==> config.mk <==
export PLATFORM = sky130hd
export DESIGN_NAME = reservation_station
export DESIGN_NICKNAME = d
export VERILOG_FILES = /design/src/rtl/reservation_station.sv
export SDC_FILE = /design/constraint.sdc
export NUM_CORES = 1
export LEC_CHECK = 0
export CELL_PAD_IN_SITES_DETAIL_PLACEMENT = 1
export CELL_PAD_IN_SITES_GLOBAL_PLACEMENT = 1
export CORE_UTILIZATION = 50
export CTS_CLUSTER_DIAMETER = 120
export DETAILED_ROUTE_END_ITERATION = 7
export PLACE_DENSITY_LB_ADDON = 0.1
export SYNTH_ARGS = -nofsm -noshare
export SYNTH_HDL_FRONTEND = slang
export SYNTH_SLANG_ARGS = --single-unit
==> constraint.sdc <==
create_clock -name clock -period 7.5 [get_ports clock]
set_clock_uncertainty 0.05 [all_clocks]
set_input_delay 0.75 -clock clock [delete_from_list [all_inputs] [get_ports clock]]
set_output_delay 0.75 -clock clock [all_outputs]
set_load 0.01 [all_outputs]
==> src/rtl/reservation_station.sv <==
// Five-entry reservation station (ALU, FP1, FP2, LD, ST) with CDB wakeup and fixed-priority single issue.
// Optional macro RS_CDB_BYPASS_EN: a source matching the current CDB counts as ready for same-cycle issue.
package sys_defs_pkg;
  typedef struct packed {
    logic [5:0] tag;
    logic       ready;
  } TAG;

  typedef enum logic [4:0] {
    ALU_ADD, ALU_SUB, ALU_SLT, ALU_SLTU, ALU_AND, ALU_OR, ALU_XOR, ALU_SLL, ALU_SRL,
    ALU_SRA, ALU_MUL, ALU_MULH, ALU_MULHSU, ALU_MULHU, ALU_DIV, ALU_DIVU, ALU_REM, ALU_REMU
  } ALU_FUNC;

  typedef struct packed {
    logic [31:0] inst;
    logic [31:0] pc;
    ALU_FUNC     alu_func;
    logic        rd_mem;
    logic        wr_mem;
    TAG          T;
    TAG          T1;
    TAG          T2;
    logic        valid;
  } ID_EX_PACKET;
endpackage

module reservation_station
  import sys_defs_pkg::*;
(
  input  logic        clock,
  input  logic        reset,
  input  ID_EX_PACKET op,
  input  TAG          T,
  input  TAG          T1,
  input  TAG          T2,
  input  TAG          CDB,
  output logic        rs_busy_alu,
  output logic        rs_busy_fp1,
  output logic        rs_busy_fp2,
  output logic        rs_busy_ld,
  output logic        rs_busy_st,
  output ID_EX_PACKET issue_pkt,
  output logic        issue
);
  localparam int N_RS   = 5;
  localparam int RS_ALU = 0;
  localparam int RS_FP1 = 1;
  localparam int RS_FP2 = 2;
  localparam int RS_LD  = 3;
  localparam int RS_ST  = 4;

  logic [N_RS-1:0] ent_valid;
  ID_EX_PACKET     ent_pkt [N_RS];
  TAG              ent_t   [N_RS];
  TAG              ent_t1  [N_RS];
  TAG              ent_t2  [N_RS];

  TAG              src1_eff [N_RS];
  TAG              src2_eff [N_RS];
  logic [N_RS-1:0] eligible;
  logic [N_RS-1:0] issue_sel;
  logic [N_RS-1:0] disp_sel;
  logic            is_mul;

  function automatic logic cdb_wakes(input logic [5:0] tag, input TAG cdb);
    return cdb.ready && (cdb.tag != '0) && (cdb.tag == tag);
  endfunction

  // Tag 0 is "no register"; a broadcast in the dispatch cycle must not be lost.
  function automatic TAG capture_src(input TAG src, input TAG cdb);
    TAG r;
    r = src;
    if ((src.tag == '0) || cdb_wakes(src.tag, cdb)) r.ready = 1'b1;
    return r;
  endfunction

  always_comb begin
    for (int i = 0; i < N_RS; i++) begin
      src1_eff[i] = ent_t1[i];
      src2_eff[i] = ent_t2[i];
`ifdef RS_CDB_BYPASS_EN
      if (cdb_wakes(ent_t1[i].tag, CDB)) src1_eff[i].ready = 1'b1;
      if (cdb_wakes(ent_t2[i].tag, CDB)) src2_eff[i].ready = 1'b1;
`else
`endif
      eligible[i] = ent_valid[i] && src1_eff[i].ready && src2_eff[i].ready;
    end
  end

  // Index order doubles as issue priority: ALU > FP1 > FP2 > LD > ST.
  always_comb begin
    issue     = 1'b0;
    issue_sel = '0;
    issue_pkt = '0;
    for (int i = 0; i < N_RS; i++) begin
      if (eligible[i] && !issue) begin
        issue        = 1'b1;
        issue_sel[i] = 1'b1;
        issue_pkt    = ent_pkt[i];
        issue_pkt.T  = ent_t[i];
        issue_pkt.T1 = src1_eff[i];
        issue_pkt.T2 = src2_eff[i];
      end
    end
  end

  assign is_mul = op.alu_func inside {ALU_MUL, ALU_MULH, ALU_MULHSU, ALU_MULHU};

  // Occupancy is judged before this cycle's issue, so a freeing entry still refuses dispatch.
  always_comb begin
    disp_sel = '0;
    if (op.valid) begin
      if (op.rd_mem)                 disp_sel[RS_LD]  = !ent_valid[RS_LD];
      else if (op.wr_mem)            disp_sel[RS_ST]  = !ent_valid[RS_ST];
      else if (is_mul) begin
        if (!ent_valid[RS_FP1])      disp_sel[RS_FP1] = 1'b1;
        else                         disp_sel[RS_FP2] = !ent_valid[RS_FP2];
      end
      else                           disp_sel[RS_ALU] = !ent_valid[RS_ALU];
    end
  end

  always_ff @(posedge clock) begin
    if (reset) ent_valid <= '0;
    else       ent_valid <= (ent_valid & ~issue_sel) | disp_sel;
  end

  always_ff @(posedge clock) begin
    for (int i = 0; i < N_RS; i++) begin
      if (disp_sel[i]) begin
        ent_pkt[i] <= op;
        ent_t[i]   <= T;
        ent_t1[i]  <= capture_src(T1, CDB);
        ent_t2[i]  <= capture_src(T2, CDB);
      end else if (ent_valid[i]) begin
        if (cdb_wakes(ent_t1[i].tag, CDB)) ent_t1[i].ready <= 1'b1;
        if (cdb_wakes(ent_t2[i].tag, CDB)) ent_t2[i].ready <= 1'b1;
      end
    end
  end

  assign rs_busy_alu = ent_valid[RS_ALU];
  assign rs_busy_fp1 = ent_valid[RS_FP1];
  assign rs_busy_fp2 = ent_valid[RS_FP2];
  assign rs_busy_ld  = ent_valid[RS_LD];
  assign rs_busy_st  = ent_valid[RS_ST];
endmodule

==> results of run 1 <==
through the flow:
step	setup slack (ns)	std cells	util	hold WS (ns)
after floorplan	3.36	1358	-	0.463
after global placement	2.54	1978	0.574	0.507
after detailed placement	2.62	1978	0.574	0.515
after CTS	1.97	2064	0.611	0.522
after global routing	1.87	2065	0.611	0.544
final	2.02	2065	0.611	0.519
flip-flops by register name, summed over array words and instances, names as in the netlist:
signal / count
ent_pkt: 360
ent_t1: 35
ent_t2: 35
ent_t: 35
ent_valid: 5
per-layer routing:
metal / up-vias / GRT usage / share of wire
li1: 5578 / - / -
met1: 6661 / 0.386 / 0.41
met2: 444 / 0.493 / 0.50
met3: 102 / 0.0522 / 0.063
met4: 8 / 0.104 / 0.026
met5: - / 0 / 0.00099
Yosys cell counts:
cell type	instances
nand2_1	110
or3b_2	1
o2bb2ai_1	35
a221o_1	54
nor3_1	89
o31a_1	1
nand2_2	1
xor2_1	73
a221oi_1	2
nor2_1	74
nand4_1	11
o21ai_0	2
or4_1	1
nor4bb_1	1
nor4_4	1
buf_6	2
edfxtp_1	463
buf_4	19
or3_1	1
nor2_2	1
clkbuf_1	50
buf_2	36
nand3_1	40
a31oi_1	89
nand2b_1	4
mux2i_1	54
nor4_1	14
a21oi_1	94
a31oi_2	2
a22oi_1	2
dfxtp_1	7
or2_1	1
o31ai_1	1
and3_1	3
nand3b_1	2
buf_1	5
or4b_1	1
a21o_1	2
o221ai_1	2
inv_1	7
cells by family after synthesis:
group                  synth area share
AND/OR/NAND/NOR                  0.0841
buffers and inverters            0.0298
AO/OA/AOI/OAI                     0.102
multiplexers                     0.0278
flip-flops                        0.723
XOR/XNOR                         0.0329
cell type report:
| class | count | area [um2] |
|---|---|---|
| antenna | 1 | 2.50 |
| clock buffer | 67 | 1320 |
| clock inverter | 19 | 93.8 |
| fill | 3602 | 14700 |
| inverter | 7 | 36.3 |
| multi-input combinational | 769 | 4890 |
| sequential | 470 | 14000 |
| tap | 511 | 639 |
| timing repair buffer | 221 | 2160 |
power groups by stage:
stage,sequential [mW],clock [mW],combinational (mW)
finish,2.98,2.19,0.387
global route,2.99,2.31,0.411
CTS,2.98,2.22,0.388
detailed placement,3.04,0,0.384
global placement,3.03,0,0.375
floorplan,3.03,0,0.154
layout by cell type (no fill, tap or decap), types with 5 or more instances in the layout:
master / netlist / routed
clkinv_1: 0 / 12
clkbuf_1: 50 / 17
a221o_1: 54 / 54
nand2_1: 110 / 110
xor2_1: 73 / 73
a31oi_1: 89 / 89
buf_4: 19 / 21
nand3_1: 40 / 35
a21oi_1: 94 / 94
edfxtp_1: 463 / 463
nand4_1: 11 / 11
clkbuf_16: 0 / 50
dfxtp_1: 7 / 7
nor4_1: 14 / 14
o2bb2ai_1: 35 / 35
nor2_1: 74 / 74
nor3_1: 89 / 89
mux2i_1: 54 / 54
clkdlybuf4s50_1: 0 / 200
clkinv_2: 0 / 5
path summary, 6_finish.rpt:
path	cells past startpoint	to	slack (ns)
worst max register to register	6	ent_valid[3]	4.47
worst max-delay path	6	issue_pkt[16]	2.02
worst min-delay path	2	ent_t2[4][0]	0.52
worst min register to register	2	ent_t2[4][0]	0.52
critical path: stages, from the launching register on:
cell and delay [ns]:
dfxtp_1 0.55, and3_2 0.96, nand2_2 0.70, buf_4 0.50
a221o_1 0.37, a31oi_1 0.38, clkdlybuf4s50_1 0.63
==> results_dict.tcl, run 1 <==
set metrics [dict create \
    place_area_um2 21800 \
    cts_buffer_depth 3 \
    slew_headroom 0.275 \
    hp-start "ent_t2[4][0]" \
    cts_root_buf "clkbuf_16" \
    synthDistinctLibCells 40 \
    dieWidth_um 199 \
    yosysWarnings 0 \
    port-buffer-count 200 \
    syn-cell-area_um2 19400 \
    hold_class "flip-flop to flip-flop" \
    finalSetupViolCount 0 \
    worst_slew_pin_slew_ns 1.09 \
    synth.area.top_cells "edfxtp_1 (72%), xor2_1 (3.3%), a31oi_1 (2.9%)" \
    die-area_um2 39600 \
    power_frac_comb 0.070 \
    num_vias 12800 \
    ant_nets 0 \
    drtIter0Drc 888 \
    r2r-start "ent_valid[0]" \
    run_status "finished clean" \
    grtUsageTotal 0.294 \
    sequentialPowerShare 0.536 \
    vias_per_cell 6.20 \
    design_area_um2 23200 \
    startpoint_type "flip-flop" \
    fin_total_pwr_mw 5.56 \
    power.density_nw_per_um2 240 \
    cts_tree "done" \
    hold_viol_final 0 \
    antenna_found_initial 5 \
    start_util 0.512 \
    grt_pass1_wl_um 85100 \
    rsz0062_at_grt "false" \
    synth.avg_cell_area_um2 14.3 \
    slew_violations 0 \
    nNetsFinal 1640 \
    netlist.area_leader.share 0.716 \
    post_cts_resized 0 \
    coreArea_um2 37900 \
    yosysTopAreaCell "edfxtp_1" \
    clock-sinks 470 \
    netlist_instances 1358 \
    hpwl_um 30900 \
    setup.worst_path.start "ent_valid[2]" \
    grt_pass1_vias 13700 \
    post-route-period-util 0.731 \
    ys_ff_latch 470 \
    maxCapViolations 0 \
    vdd_drop_max_mv 0.252 \
    drt-total-wl_um 57300 \
    power.internal_mw 4.34 \
    fmax_mhz 182 \
    path_class "flip-flop to primary output" \
    wire_per_inst_um 27.8 \
    min_period_ns 5.48 \
    grt_overflow 0 \
    syn-num-nets 1481 \
    first_pass_iters 5 \
    clk_latency_ns 0.57 \
    num_rows 71 \
    layout-drive-gt1-share 0.0631 \
    p_leak_nw 7.76 \
    crit_fanout 37 \
    cts.reportedPaths.clkPinSlew_ns 0.06 \
    grt_max_degree 70 \
    critPathArrivalTime_ns 4.68 \
    htreeDepth 2 \
    ys_seq_area_frac 0.723 \
    area_growth_pct 19.3 \
    gp_congestion 0.814 \
    cts-hold-fix-buffers 0 \
    cts_setup_buffers 0 \
    cts_made_buffers 48 \
    fp.dieH_um 199 \
    pin_count 222 \
    tns_ns 0 \
    required_ns 6.70 \
    power.switching_mw 1.22 \
    netSwitchingFraction 0.220 \
    endpoint_kind "primary output" \
    drc 0 \
    power_frac_clock 0.394 \
]
Note: power is estimated with default switching activity, not from simulation.
==> run 2, diff against run 1 <==
--- a/config.mk
+++ b/config.mk
@@ -7,7 +7,7 @@
 export LEC_CHECK = 0
 export CELL_PAD_IN_SITES_DETAIL_PLACEMENT = 1
 export CELL_PAD_IN_SITES_GLOBAL_PLACEMENT = 1
-export CORE_UTILIZATION = 50
+export CORE_UTILIZATION = 47
 export CTS_CLUSTER_DIAMETER = 120
 export DETAILED_ROUTE_END_ITERATION = 7
 export PLACE_DENSITY_LB_ADDON = 0.1
==> constraint.sdc (replaced) <==
create_clock -name clock -period 5.18 [get_ports clock]
set_clock_uncertainty 0.05 [all_clocks]
set_input_delay 0.518 -clock clock [delete_from_list [all_inputs] [get_ports clock]]
set_output_delay 0.518 -clock clock [all_outputs]
set_load 0.01 [all_outputs]
==> run 2 against run 1 <==
- wire length fell by 0.68%
- non-clock buffer count rose by 13
- largest power group unchanged
- count of clock-buffer cells in the layout fell by 7
- largest cell class unchanged
- critical path type unchanged
- highest routed layer unchanged
==> results_dict.tcl, run 2 (synthesized netlist as in run 1, its figures left out) <==
set metrics [dict create \
    run_status "finished clean" \
    drtIter0Drc 745 \
    min_period_ns 4.57 \
    grt_overflow 0 \
    hpwl_um 31600 \
    fillers 3879 \
    gp_congestion 0.763 \
    first_pass_iters 7 \
    critPathArrivalTime_ns 4.00 \
    finalSetupViolCount 0 \
    grt_pass1_wl_um 84700 \
    top_register "ent_pkt" \
    ant_nets 0 \
    maxCapViolations 0 \
    die-area_um2 42200 \
    cts-hold-fix-buffers 0 \
    area_growth_pct 21.3 \
    cts_root_buf "clkbuf_16" \
    port-buffer-count 200 \
    vdd_drop_max_mv 0.269 \
    dieWidth_um 205 \
    grt_pass1_vias 13800 \
    drc 0 \
    slew_violations 0 \
    htreeDepth 2 \
    fmax_mhz 219 \
    cts_setup_buffers 0 \
    worst_slew_pin_slew_ns 1.13 \
    num_rows 74 \
    coreArea_um2 40800 \
    startpoint_type "flip-flop" \
    mostFrequentLayoutCell "edfxtp_1" \
    layout-drive-gt1-share 0.0808 \
    seqCellArea_um2 14000 \
    placed_cells 2012 \
    ff2ff_path_depth 3 \
    cts.reportedPaths.clkPinSlew_ns 0.06 \
    endpoint_kind "primary output" \
    tns_ns 0 \
    post_cts_resized 0 \
    largest_reg_flops 360 \
    slew_headroom 0.247 \
    clock-sinks 470 \
    hold_class "input pin to flip-flop" \
    post-route-period-util 0.883 \
    cts_tree "done" \
    pin_count 222 \
    wire_per_inst_um 27.0 \
    clk_latency_ns 0.59 \
    power.density_nw_per_um2 358 \
    path_class "flip-flop to primary output" \
    min_delay_path_depth 1 \
    design_area_um2 23600 \
    fp.dieH_um 205 \
    start_util 0.476 \
    hold_viol_final 0 \
    vias_per_cell 6.08 \
    antenna_found_initial 3 \
    multi_input_area_um2 4890 \
    cts_buffer_depth 3 \
    grt_max_degree 94 \
    rsz0062_at_grt "false" \
    fin_total_pwr_mw 8.44 \
    nNetsFinal 1654 \
    num_vias 12800 \
    layout_common_cells "edfxtp_1 (463), clkdlybuf4s50_1 (200), nand2_1 (110), a21oi_1 (94)" \
    drt-total-wl_um 56900 \
    required_ns 4.61 \
    grtUsageTotal 0.273 \
    fin_cells 2107 \
    p_leak_nw 7.95 \
    crit_fanout 28 \
    cts_made_buffers 49 \
    place_area_um2 21900 \
]
==> run 2: cell types whose count changed in the layout (fill, tap and decap cells not counted), sizes merged <==
cell    before  now
clkinv      18   23
bufinv       0    6
buf         21   34
clkbuf      67   60
inv          7    9
diode        1    3
==> run 2: final timing paths <==
path                     start         endpoint  slack (ns)
setup / recovery  ent_valid[2]    issue_pkt[13]        0.61
hold / removal          op[89]  ent_pkt[0][368]        0.54
setup reg to reg  ent_valid[1]     ent_t2[1][4]        2.77
hold reg to reg   ent_t2[4][0]     ent_t2[4][0]        0.54
==> run 2: report_power, final <==
part | internal, mW | switching, mW | leakage, nW
registers | 4.28 | 0.0326 | 4.28
logic | 0.238 | 0.330 | 2.87
clock network | 2.10 | 1.46 | 0.800
total | 6.62 | 1.82 | 7.95
==> run 2: final cells by class <==
type | count | area share
Multi-Input combinational cell | 769 | 0.208
Clock buffer | 60 | 0.0556
Antenna cell | 3 | 0.000318
Tap cell | 532 | 0.0282
Sequential cell | 470 | 0.596
Clock inverter | 32 | 0.0131
Timing Repair Buffer | 234 | 0.0979
Inverter | 7 | 0.00154
==> run 2: per-layer routing <==
metal,GRT usage,part of all wire
met1,0.354,0.42
met2,0.467,0.50
met3,0.0496,0.059
met4,0.0847,0.025
met5,0,0.00030
==> run 2: critical path, stage by stage (launching register included) <==
cell and delay [ns]:
dfxtp_1 0.50, and3_2 0.53, nand2_2 0.58, buf_4 0.49
a221o_1 0.40, a31oi_1 0.28, clkdlybuf4s50_1 0.63
==> run 2: stage by stage <==
| stage | worst slack, ns | hold slack (ns) | utilization |
|---|---|---|---|
| 2_1_floorplan | 1.27 | 0.463 | - |
| 3_3_place_gp | 1.27 | 0.507 | 0.537 |
| 3_5_place_dp | 1.24 | 0.529 | 0.537 |
| 4_1_cts | 0.590 | 0.517 | 0.577 |
| 5_1_grt | 0.477 | 0.527 | 0.577 |
| 6_report | 0.608 | 0.540 | 0.577 |
==> run 3, diff against run 2 <==
--- a/config.mk
+++ b/config.mk
@@ -7,7 +7,7 @@
 export LEC_CHECK = 0
 export CELL_PAD_IN_SITES_DETAIL_PLACEMENT = 1
 export CELL_PAD_IN_SITES_GLOBAL_PLACEMENT = 1
-export CORE_UTILIZATION = 47
+export CORE_UTILIZATION = 45
 export CTS_CLUSTER_DIAMETER = 120
 export DETAILED_ROUTE_END_ITERATION = 7
 export PLACE_DENSITY_LB_ADDON = 0.1
==> run 3 against run 2 <==
- global-route usage fell by 1.6 points
- power fell by 2.2%
- first-iteration DRC count fell by 0.27%
- non-clock buffer count fell by 5
- count of clock-buffer cells in the layout rose by 17
- final cell count barely moved
- flip-flop and latch count did not move
- fmax fell by 2.8%
- critical endpoint is now issue_pkt[28]
==> results_dict.tcl, run 3 (synthesized netlist as in run 1, its figures left out) <==
set metrics [dict create \
    cp_slowest_cell "and3_2" \
    required_ns 4.61 \
    largest_reg_flops 360 \
    design_area_um2 23500 \
    cts.reportedPaths.clkPinSlew_ns 0.06 \
    post-route-period-util 0.908 \
    nNetsFinal 1650 \
    busiest_layer "met2" \
    globalRouteMet2Util 0.436 \
    vias_per_cell 5.98 \
    run_status "finished clean" \
    place_area_um2 21900 \
    utilization 0.556 \
    hold_class "flip-flop to flip-flop" \
    path_cells "and3_2 -> nand2_2 -> buf_4 -> a221o_1 -> a31oi_1 -> clkdlybuf4s50_1" \
    grtUsageTotal 0.257 \
    antenna_found_initial 8 \
    post_cts_resized 0 \
    grt_overflow 0 \
    drc 0 \
    clock-sinks 470 \
    worst_slew_pin_slew_ns 1.13 \
    slew_headroom 0.245 \
    cts_made_buffers 50 \
    coreArea_um2 42200 \
    slew_violations 0 \
    ant_nets 0 \
    path_class "flip-flop to primary output" \
    r2r_slack_ns 2.72 \
    layout-drive-gt1-share 0.0722 \
    port-buffer-count 200 \
    pin_count 222 \
    startpoint_type "flip-flop" \
    maxCapViolations 0 \
    mostFrequentLayoutCell "edfxtp_1" \
    critPathArrivalTime_ns 4.14 \
    p_leak_nw 7.87 \
    top_register "ent_pkt" \
    gr-usage-met1 0.338 \
    tns_ns 0 \
    die-area_um2 44000 \
    min_period_ns 4.71 \
    hold_viol_final 0 \
    cts-hold-fix-buffers 0 \
    fmax_mhz 213 \
    gp_congestion 0.767 \
    htreeDepth 2 \
    first_pass_iters 5 \
    grt_util_met3 0.0435 \
    grt_max_degree 75 \
    num_vias 12600 \
    cts_root_buf "clkbuf_16" \
    grt_pass1_vias 13400 \
    grt_pass1_wl_um 83700 \
    cts_tree "done" \
    cts_setup_buffers 0 \
    hpwl_um 31200 \
    clk_latency_ns 0.58 \
    cts_buffer_depth 3 \
    layout_common_cells "edfxtp_1 (463), clkdlybuf4s50_1 (200), nand2_1 (110), a21oi_1 (94)" \
    crit_fanout 31 \
    dieWidth_um 210 \
    ff2ff_path_depth 3 \
    r2r-start "ent_valid[1]" \
    fp.dieH_um 210 \
    crit_end "issue_pkt[28]" \
    endpoint_kind "primary output" \
    setup.worst_path.start "ent_valid[2]" \
    wire_per_inst_um 26.5 \
    finalSetupViolCount 0 \
    area_growth_pct 20.8 \
    rsz0062_at_grt "false" \
    power.density_nw_per_um2 352 \
    start_util 0.460 \
    vdd_drop_max_mv 0.231 \
    crit_path_max_incr_delay_ns 0.64 \
    num_rows 75 \
    drtIter0Drc 743 \
    r2r-end "ent_pkt[0][235]" \
    drt-total-wl_um 56000 \
]
-- run 3: changes by cell type in the layout (fill, tap and decap cells not counted) --
cell,change
clkbuf_1,+12
clkinv_2,-10
buf_4,-5
bufinv_16,-5
clkbuf_8,+5
clkinv_1,-4
clkinvlp_4,+1
inv_16,+1
inv_6,-1
-- run 3: per-layer routing --
layer | up-vias | part of all wire | routed length, um
met5 | - | 0.0013 | 72
met4 | 10 | 0.023 | 1300
met3 | 94 | 0.055 | 3050
met2 | 354 | 0.50 | 28100
met1 | 6527 | 0.42 | 23400
li1 | 5621 | - | -
-- run 3: through the flow --
step                cells  setup slack (ns)  hold slack [ns]  power (mW)
global placement     2014              1.00            0.516        4.94
floorplan            1358              1.27            0.463        4.61
detailed placement   2014              1.01            0.527        4.96
CTS                  2105             0.367            0.516        8.32
finish               2108             0.474            0.530        8.25
global route         2107             0.144            0.538        8.48
-- run 3: worst min-delay path by stage --
stage	from	cells past startpoint	slack, ns	end
after floorplan	ent_t2[4][0]	2	0.46	ent_t2[4][0]
after global placement	ent_t1[4][0]	2	0.52	ent_t1[4][0]
after detailed placement	ent_t2[4][0]	2	0.53	ent_t2[4][0]
after CTS	T[0]	1	0.52	ent_t[0][28]
after global routing	op[91]	1	0.54	ent_pkt[0][184]
final	ent_t1[4][0]	2	0.53	ent_t1[4][0]
-- run 3: where the power goes --
part           switching, mW  internal, mW
Sequential            0.0335          4.28
Combinational          0.324         0.236
Clock                   1.44          1.94
-- run 3: cell type report --
type / count / area [um2]
fill: 4057 / 18800
sequential: 470 / 14000
multi-input combinational: 769 / 4890
timing repair buffer: 229 / 2270
clock buffer: 77 / 1420
tap: 539 / 674
clock inverter: 14 / 111
inverter: 7 / 36.3
antenna: 3 / 7.51
-- run 3: critical path: cells and delay by family, from the launching register on --
| family | cells | cell delay [ns] |
|---|---|---|
| flops | 1 | 0.54 |
| compound gates | 2 | 0.73 |
| buf+inv | 2 | 1.06 |
| simple gates | 2 | 1.18 |
